### src/rtl/sfifo_level_pkg.sv
// Shared types for the single-clock level-tracking FIFO.
package sfifo_level_pkg;

  // Per-cycle operation mix, encoded as {write accepted, read accepted}.
  typedef enum logic [1:0] {
    OP_NONE = 2'b00,
    OP_RD   = 2'b01,
    OP_WR   = 2'b10,
    OP_RW   = 2'b11
  } op_e;

endpackage

### src/rtl/sfifo_level_mem.sv
// Storage array: synchronous write, asynchronous read. Contents are never reset.
module sfifo_mem #(
  parameter int DSIZE = 8,
  parameter int ASIZE = 4
) (
  input  logic             i_clk,
  input  logic             i_we,
  input  logic [ASIZE-1:0] i_waddr,
  input  logic [DSIZE-1:0] i_wdata,
  input  logic [ASIZE-1:0] i_raddr,
  output logic [DSIZE-1:0] o_rdata
);

  localparam int DEPTH = 2 ** ASIZE;

  logic [DSIZE-1:0] mem_q [DEPTH];

  // Store the word at the write address on an accepted write.
  always_ff @(posedge i_clk) begin
    if (i_we) mem_q[i_waddr] <= i_wdata;
  end

  assign o_rdata = mem_q[i_raddr];

endmodule

### src/rtl/sfifo_level.sv
// Single-clock FIFO with registered fill level, almost-full/empty thresholds,
// optional first-word-fall-through read and sticky overflow/underflow flags.
module sfifo_level
  import sfifo_level_pkg::*;
#(
  parameter int DSIZE     = 8,
  parameter int ASIZE     = 4,
  parameter int FWFT      = 0,
  parameter int AF_THRESH = 2 ** ASIZE - 2,
  parameter int AE_THRESH = 2
) (
  input  logic             i_clk,
  input  logic             i_rst,
  input  logic             i_wr,
  input  logic [DSIZE-1:0] i_wdata,
  output logic             o_wfull,
  output logic             o_afull,
  input  logic             i_rd,
  output logic [DSIZE-1:0] o_rdata,
  output logic             o_rempty,
  output logic             o_aempty,
  output logic [ASIZE:0]   o_level,
  output logic             o_overflow,
  output logic             o_underflow,
  input  logic             i_clr_err
);

  localparam int DEPTH = 2 ** ASIZE;
  localparam int LW    = ASIZE + 1;

  localparam logic [LW-1:0] LVL_ONE = LW'(1);
  localparam logic [LW-1:0] AF_T    = LW'(AF_THRESH);
  localparam logic [LW-1:0] AE_T    = LW'(AE_THRESH);

  // Out-of-range parameters stop elaboration.
  if (DSIZE < 1) begin : g_bad_dsize
    $error("sfifo_level: DSIZE must be >= 1");
  end
  if (ASIZE < 1 || ASIZE > 8) begin : g_bad_asize
    $error("sfifo_level: ASIZE must be in 1..8");
  end
  if (AF_THRESH < 1 || AF_THRESH > DEPTH) begin : g_bad_af
    $error("sfifo_level: AF_THRESH out of range");
  end
  if (AE_THRESH < 0 || AE_THRESH > DEPTH - 1) begin : g_bad_ae
    $error("sfifo_level: AE_THRESH out of range");
  end

  logic [LW-1:0]    wptr_q, wptr_d;
  logic [LW-1:0]    rptr_q, rptr_d;
  logic [LW-1:0]    level_q, level_d;
  logic             wfull_q, rempty_q, afull_q, aempty_q;
  logic             wfull_d, rempty_d;
  logic             ovf_q, unf_q;
  logic             wr_acc, rd_acc;
  logic [DSIZE-1:0] mem_rdata;
  op_e              op;

  // Acceptance is judged on the registered flags; nothing is accepted during reset.
  assign wr_acc = i_wr && !wfull_q && !i_rst;
  assign rd_acc = i_rd && !rempty_q && !i_rst;
  assign op     = op_e'({wr_acc, rd_acc});

  // Next-state pointers, level and full/empty, so flags land on the same edge as the level.
  always_comb begin
    wptr_d  = wptr_q;
    rptr_d  = rptr_q;
    level_d = level_q;
    if (wr_acc) wptr_d = wptr_q + LVL_ONE;
    if (rd_acc) rptr_d = rptr_q + LVL_ONE;
    case (op)
      OP_WR:   level_d = level_q + LVL_ONE;
      OP_RD:   level_d = level_q - LVL_ONE;
      default: level_d = level_q;
    endcase
    wfull_d  = (wptr_d[ASIZE] != rptr_d[ASIZE]) &&
               (wptr_d[ASIZE-1:0] == rptr_d[ASIZE-1:0]);
    rempty_d = (wptr_d == rptr_d);
  end

  // Pointer, level and status registers.
  always_ff @(posedge i_clk) begin
    if (i_rst) begin
      wptr_q   <= '0;
      rptr_q   <= '0;
      level_q  <= '0;
      wfull_q  <= 1'b0;
      rempty_q <= 1'b1;
      afull_q  <= 1'b0;
      aempty_q <= 1'b1;
    end else begin
      wptr_q   <= wptr_d;
      rptr_q   <= rptr_d;
      level_q  <= level_d;
      wfull_q  <= wfull_d;
      rempty_q <= rempty_d;
      afull_q  <= (level_d >= AF_T);
      aempty_q <= (level_d <= AE_T);
    end
  end

  // Sticky error flags; a new error in the same cycle as a clear keeps the flag set.
  always_ff @(posedge i_clk) begin
    if (i_rst) begin
      ovf_q <= 1'b0;
      unf_q <= 1'b0;
    end else begin
      if (i_wr && wfull_q)  ovf_q <= 1'b1;
      else if (i_clr_err)   ovf_q <= 1'b0;
      if (i_rd && rempty_q) unf_q <= 1'b1;
      else if (i_clr_err)   unf_q <= 1'b0;
    end
  end

  sfifo_mem #(
    .DSIZE (DSIZE),
    .ASIZE (ASIZE)
  ) u_mem (
    .i_clk   (i_clk),
    .i_we    (wr_acc),
    .i_waddr (wptr_q[ASIZE-1:0]),
    .i_wdata (i_wdata),
    .i_raddr (rptr_q[ASIZE-1:0]),
    .o_rdata (mem_rdata)
  );

  if (FWFT == 0) begin : g_std
    logic [DSIZE-1:0] rdata_q;

    // Registered read: capture the head word when a read is accepted, hold otherwise.
    always_ff @(posedge i_clk) begin
      if (i_rst)       rdata_q <= '0;
      else if (rd_acc) rdata_q <= mem_rdata;
    end

    assign o_rdata = rdata_q;
  end else begin : g_fwft
    assign o_rdata = mem_rdata;
  end

  assign o_level     = level_q;
  assign o_wfull     = wfull_q;
  assign o_rempty    = rempty_q;
  assign o_afull     = afull_q;
  assign o_aempty    = aempty_q;
  assign o_overflow  = ovf_q;
  assign o_underflow = unf_q;

endmodule

### config.mk
export PLATFORM = sky130hd
export DESIGN_NAME = sfifo_level
export DESIGN_NICKNAME = d
export VERILOG_FILES = /design/src/rtl/sfifo_level_pkg.sv /design/src/rtl/sfifo_level_mem.sv /design/src/rtl/sfifo_level.sv
export SDC_FILE = /design/constraint.sdc
export NUM_CORES = 1
export LEC_CHECK = 0
export ABC_AREA = 1
export CORE_MARGIN = 5
export CORE_UTILIZATION = 30
export DETAILED_ROUTE_END_ITERATION = 12
export PLACE_DENSITY = 0.56
export SETUP_SLACK_MARGIN = 0.3
export SYNTH_ARGS = -nofsm -noshare
export SYNTH_HDL_FRONTEND = slang
export SYNTH_SLANG_ARGS = --single-unit
export TNS_END_PERCENT = 50
### constraint.sdc
create_clock -name i_clk -period 5.3 [get_ports i_clk]
set_input_delay 1.06 -clock i_clk [delete_from_list [all_inputs] [get_ports i_clk]]
set_output_delay 1.06 -clock i_clk [all_outputs]
set_load 0.02 [all_outputs]
* Yosys cells after proc, flatten, opt, wreduce, memory -nomap -nowiden *
Memories as Yosys holds them, arrays and structs flattened. A register that Yosys moved wholly into a read port is not among the register bits.
Cells that the tools add are included.

word-level totals
  bits in registers = 21
  RAM bits = 128
  word-level logic and storage cells = 41
  memories = 1

memory list
  memory       words  bits a word  rd ports  clocked after memory_dff  write ports  RTL line               source
  u_mem.mem_q  16     8            1         1                         1            sfifo_level_mem.sv:16  logic [DSIZE-1:0] mem_q [DEPTH];

operators by class
  add/subtract/negate cells = 4
  magnitude comparators = 2
  equal/unequal tests = 5
  muxes and demuxes = 8
  reduce and logical (&&, ||, !) cells = 12

operators by type and width
  kind                                                               count
  adder 5 x 1 -> 5 bit, second input constant                        3
  two-way mux 5 bit                                                  2
  one-hot mux 5 bit (2 select lines)                                 1
  logical AND 1 bit                                                  7
  equality test 5 bit                                                1
  greater-or-equal comparator 5 x 4 -> 1 bit, second input constant  1
  less-or-equal comparator 5 x 2 -> 1 bit, second input constant     1
  two-way mux 1 bit                                                  5
  subtractor 5 x 1 -> 5 bit, second input constant                   1
  equality test 4 bit                                                1
  nonzero test 2 bit                                                 2
  zero test 1 bit                                                    3
  equality test 2 x 1 -> 1 bit, second input constant                1
  equality test 2 bit, second input constant                         1
  inequality test 1 bit                                              1

* Logic depth before layout (Yosys ltp) *
  depth in word-level cells = 6
  gate-level depth with buffers = 19
  gate-level depth less buffers = 17

* By module *
Synthesis repeated with hierarchy kept, for this count alone.

unflattened totals
  cell total of the unflattened synthesis = 781
  area total of the unflattened synthesis = 7184.4 um2

modules (own cells, without submodules)
  module       times used  cells an instance  area an instance (um2)
  sfifo_mem    1           543                5606.6
  sfifo_level  1           238                1577.8

* Worst setup path before layout *
OpenSTA, ideal clock, no wires.

  path type = input-to-reg
  start point = input i_rst
  end point = register aempty_q, in the netlist o_aempty
  data arrival time = 2.845 ns
  setup slack = 2.340 ns
  stages on the path = 18
  path buffers = 2
  cell sequence = buf_6 -> inv_4 -> nand2_1 -> nor2_2 -> buf_4 -> ha_1 -> nor2_1 -> nor2_1 -> ha_1 -> inv_1 -> nand2_1 -> inv_1 -> nand2_1 -> nand2_1 -> o21ai_0 -> a21oi_1 -> nand2_1 -> nor2_1

between the ends
  cells in the longest elaborated chain, start to end = 5
  elaborated cells between the ends (all ways) = 7
  classes of those cells = order compare (1); eq/ne (2); mux (1); reduce/logical (3)

ends and longest elaborated chain
  element                                                                     RTL line                              source
  start, declared                                                             sfifo_level.sv:13                     input logic i_rst,
  zero test 1 bit                                                             sfifo_level.sv:60, sfifo_level.sv:61
  logical AND 1 bit, on equally long branches                                 sfifo_level.sv:61, sfifo_level.sv:60
  equality test 2 x 1 -> 1 bit / equality test 2 bit (equally long branches)  sfifo_level.sv:71                     case (op)
  one-hot mux 5 bit (2 select lines)                                          sfifo_level.sv:71
  less-or-equal comparator 5 x 2 -> 1 bit                                     sfifo_level.sv:98                     aempty_q <= (level_d <= AE_T);
  end signal, assigned                                                        sfifo_level.sv:98
  end, declared                                                               sfifo_level.sv:52                     logic wfull_q, rempty_q, afull_q, aempty_q;

Parallel ways exist; a longest one is shown, timed or not.
A chain may end at the register's enable or synchronous reset.

* Worst setup path after layout *
Same ends and word-level chain as after synthesis.

==> flow_summary_export.csv <==
group,metric,value,unit
setup_path,crit_required,5620,ps
synth,syn_nets,676,
power_and_ir_drop,netSwitchingPower,692,µW
layout,drive_above_1_share,7.23,%
power_and_ir_drop,swShare,23.2,%
layout,fin_util,35.9,%
power_and_ir_drop,vdd_drop_max,0.176,mV
layout,nFillCells,2170,
die,die_area,25500,µm²
synth,synth_xor_area_share,0.130,%
route,routed_wl,15800,µm
grt,grt-ovfl-total,0,
clock_tree,ctsHoldBuffers,0,
run_status,status,"complete, no violations",
synth,synth_top_family_by_area,"simple AND/OR/NAND/NOR gates",
layout,nets,700,
synth,synth-simple-area-share,19.0,%
setup_path,start_kind,"input pin",
timing,max_freq,274,MHz
synth,syn-cell-area,6730,µm²
die,io_pins,32,
job,maxCapViolCount,0,
clock_tree,root_buffer,"clkbuf_16",
route,drc,0,
layout,final_cells,972,
placed_design,gp_congestion,0.783,
placed_design,dp_hpwl,9780,µm
timing,fin_crit_sh,68.8,%
synth,yosysSeqAreaShare,65.7,%
die,num_rows,54,
placed_design,dp_cells,940,
clock_tree,cts_inserted_buffers,17,
clock_tree,cts.repair.resized,0,
route,ant_nets,0,
synth,synth_mux_area_share,0.149,%
timing,final-hold-violation-count,0,
clock_tree,cts_setup_buffers,0,
timing,setup_ws,1650,ps
synth,async_flop_share,0,%
clock_tree,clk_pin_slew,60,ps
clock_tree,clk_latency,430,ps
die,die_w,160,µm
grt,grt_pass1_vias,4456,
timing,slew_viol_final,0,
synth,synthFlopType,"edfxtp_1",
synth,syn_avg_cell_area,10.3,µm²
grt,grt_use_total,12.7,%
route,drtIter0Drc,342,
timing,setup_viol,0,
timing,min_period,3650,ps
synth,ys_types,30,
grt,antenna_found_initial,0,
grt,grt_start_max_net_pins,66,
clock_tree,cts_sinks,157,
route,avgViaCountPerCell,4.71,
timing,slew_headroom,25.9,%
die,core,22000,µm²
synth,synth_fa_ha_area_share,1.49,%
clock_tree,htreeDepth,4,
setup_path,worstSetupPathType,"in2reg",
setup_path,crit_path_max_fanout,21,
power_and_ir_drop,p_int,2.28,mW
power_and_ir_drop,p_comb_share,9.4,%
placed_design,portBuffers,31,
synth,synth_warnings,0,
timing,setup_tns,0,ps
layout,area_growth,17.0,%
power_and_ir_drop,seqPwrFrac,46.5,%
route,first_pass_iters,5,
timing,tightestPinTransition,1110,ps
power_and_ir_drop,powerDensity,378,nW/µm²
placed_design,post-place-ws,1200,ps
layout,multi_input_area,1980,µm²
power_and_ir_drop,p_clk_share,44.1,%
synth,synth-compound-area-share,8.73,%
synth,synth_edf_count,128,
clock_tree,tritoncts,"done",
die,die_height,160,µm
setup_path,cp-end-kind,"flip-flop",
layout,regArea,4430,µm²
layout,insertedDiodeCount,0,
setup_path,crit_arrival,3970,ps
route,dr_total_vias,4574,
power_and_ir_drop,p_leak,2.86,nW
timing,fin_worst_skew,6.17,ps
timing,whs,459,ps
synth,synth-seq-cells,157,
worst_hold_path,hp-class,"reg2reg",
synth,syn_inst,655,
die,start_util,30.7,%
route,post_drt_wl_per_cell,16.2,µm
clock_tree,clock_path_buffers,2,
grt,grt_pass1_wl,25100,µm
timing,rsz0062_at_grt,"false",
[power by group through the flow]
stage | sequential (mW) | clock (mW) | combinational, mW
after floorplan | 1.42 | 0 | 0.162
after detailed placement | 1.41 | 0 | 0.280
after global placement | 1.41 | 0 | 0.279
after CTS | 1.38 | 1.33 | 0.282
after global routing | 1.39 | 1.39 | 0.311
final | 1.38 | 1.31 | 0.279
[cell type report]
cell class,instances,share of cell area [%]
clock inverter,13,2.48
multi-input combinational,427,25.2
inverter,42,2.03
clock buffer,19,5.49
tap,280,4.45
sequential,157,56.2
timing repair buffer,34,4.22
[path summary, 6_finish.rpt]
check | start | endpoint | slack, ps | depth (start not counted)
max | i_rst | o_aempty | 1650 | 18
min | o_overflow | o_overflow | 460 | 2
max reg2reg | rptr_q[1] | o_rdata[5] | 2840 | 8
min reg2reg | o_overflow | o_overflow | 460 | 2
[cell usage in the layout (no fill, tap or decap), drive strengths merged, types with 3 or more instances in the layout]
| cell | instances |
|---|---|
| nor2 | 138 |
| edfxtp | 128 |
| nand2 | 127 |
| o21ai | 86 |
| inv | 42 |
| clkdlybuf4s50 | 31 |
| nand3 | 31 |
| dfxtp | 29 |
| o22ai | 22 |
| clkbuf | 19 |
| nand4 | 8 |
| ha | 8 |
| clkinv | 7 |
| bufinv | 5 |
| a21oi | 4 |
| buf | 3 |
[synthesized netlist by cell type, types with 2 or more instances]
cell | count | area, µm²
inv_1 | 37 | 139
ha_1 | 8 | 100
nand4_1 | 8 | 50.1
a21oi_1 | 4 | 20.0
o21ai_0 | 65 | 325
o21ai_1 | 21 | 105
edfxtp_1 | 128 | 3840
buf_4 | 4 | 30.0
nand2_1 | 122 | 458
nand3_1 | 28 | 140
buf_2 | 14 | 70.1
clkbuf_1 | 9 | 33.8
nand3_2 | 2 | 20.0
inv_2 | 3 | 11.3
dfxtp_1 | 29 | 581
nor2_1 | 133 | 499
o22ai_1 | 22 | 138
nand2_2 | 4 | 25.0
nor2_2 | 3 | 18.8
[critical path: stages]
cell             delay [ps]
clkdlybuf4s50_1         390
buf_4                   200
inv_4                   210
nand2_1                 120
nor2_2                  470
ha_1                    360
nor2_1                   70
nor2_1                  150
ha_1                    160
inv_1                    30
nand2_1                 100
inv_1                    50
nand2_1                  60
nand2_1                  40
o21ai_0                 260
a21oi_1                 110
nand2_1                  80
nor2_1                   40
[state kept, by name, summed over array words and instances, names as in the netlist]
register,flops
o_aempty,1
rptr_q,5
wptr_q,5
o_level,5
o_underflow,1
u_mem.mem_q,128
o_wfull,1
o_overflow,1
o_afull,1
o_rdata,8
o_rempty,1
[stage by stage]
step                power [mW]  instance area (µm²)
floorplan                 1.58                 6730
global placement          1.69                 7250
detailed placement        1.69                 7250
CTS                       3.00                 7880
global route              3.09                 7880
finish                    2.98                 7880
[cells by family after synthesis]
kind of cell,count (synthesis)
buffers and inverters,71
muxes,1
DFF,157
AOI/OAI and AO/OA,112
xor gates and xnor gates,1
adders and majority gates,8
and+or+nand+nor,305
[routing by layer]
metal	GRT usage [%]	vias to the layer above	part of all wire [%]
met5	0	-	0
met2	20.2	78	47
li1	-	2284	-
met3	3.43	17	3.4
met1	17.2	2195	48
met4	3.56	0	1.3
Note: power is estimated with default switching activity, not from simulation.
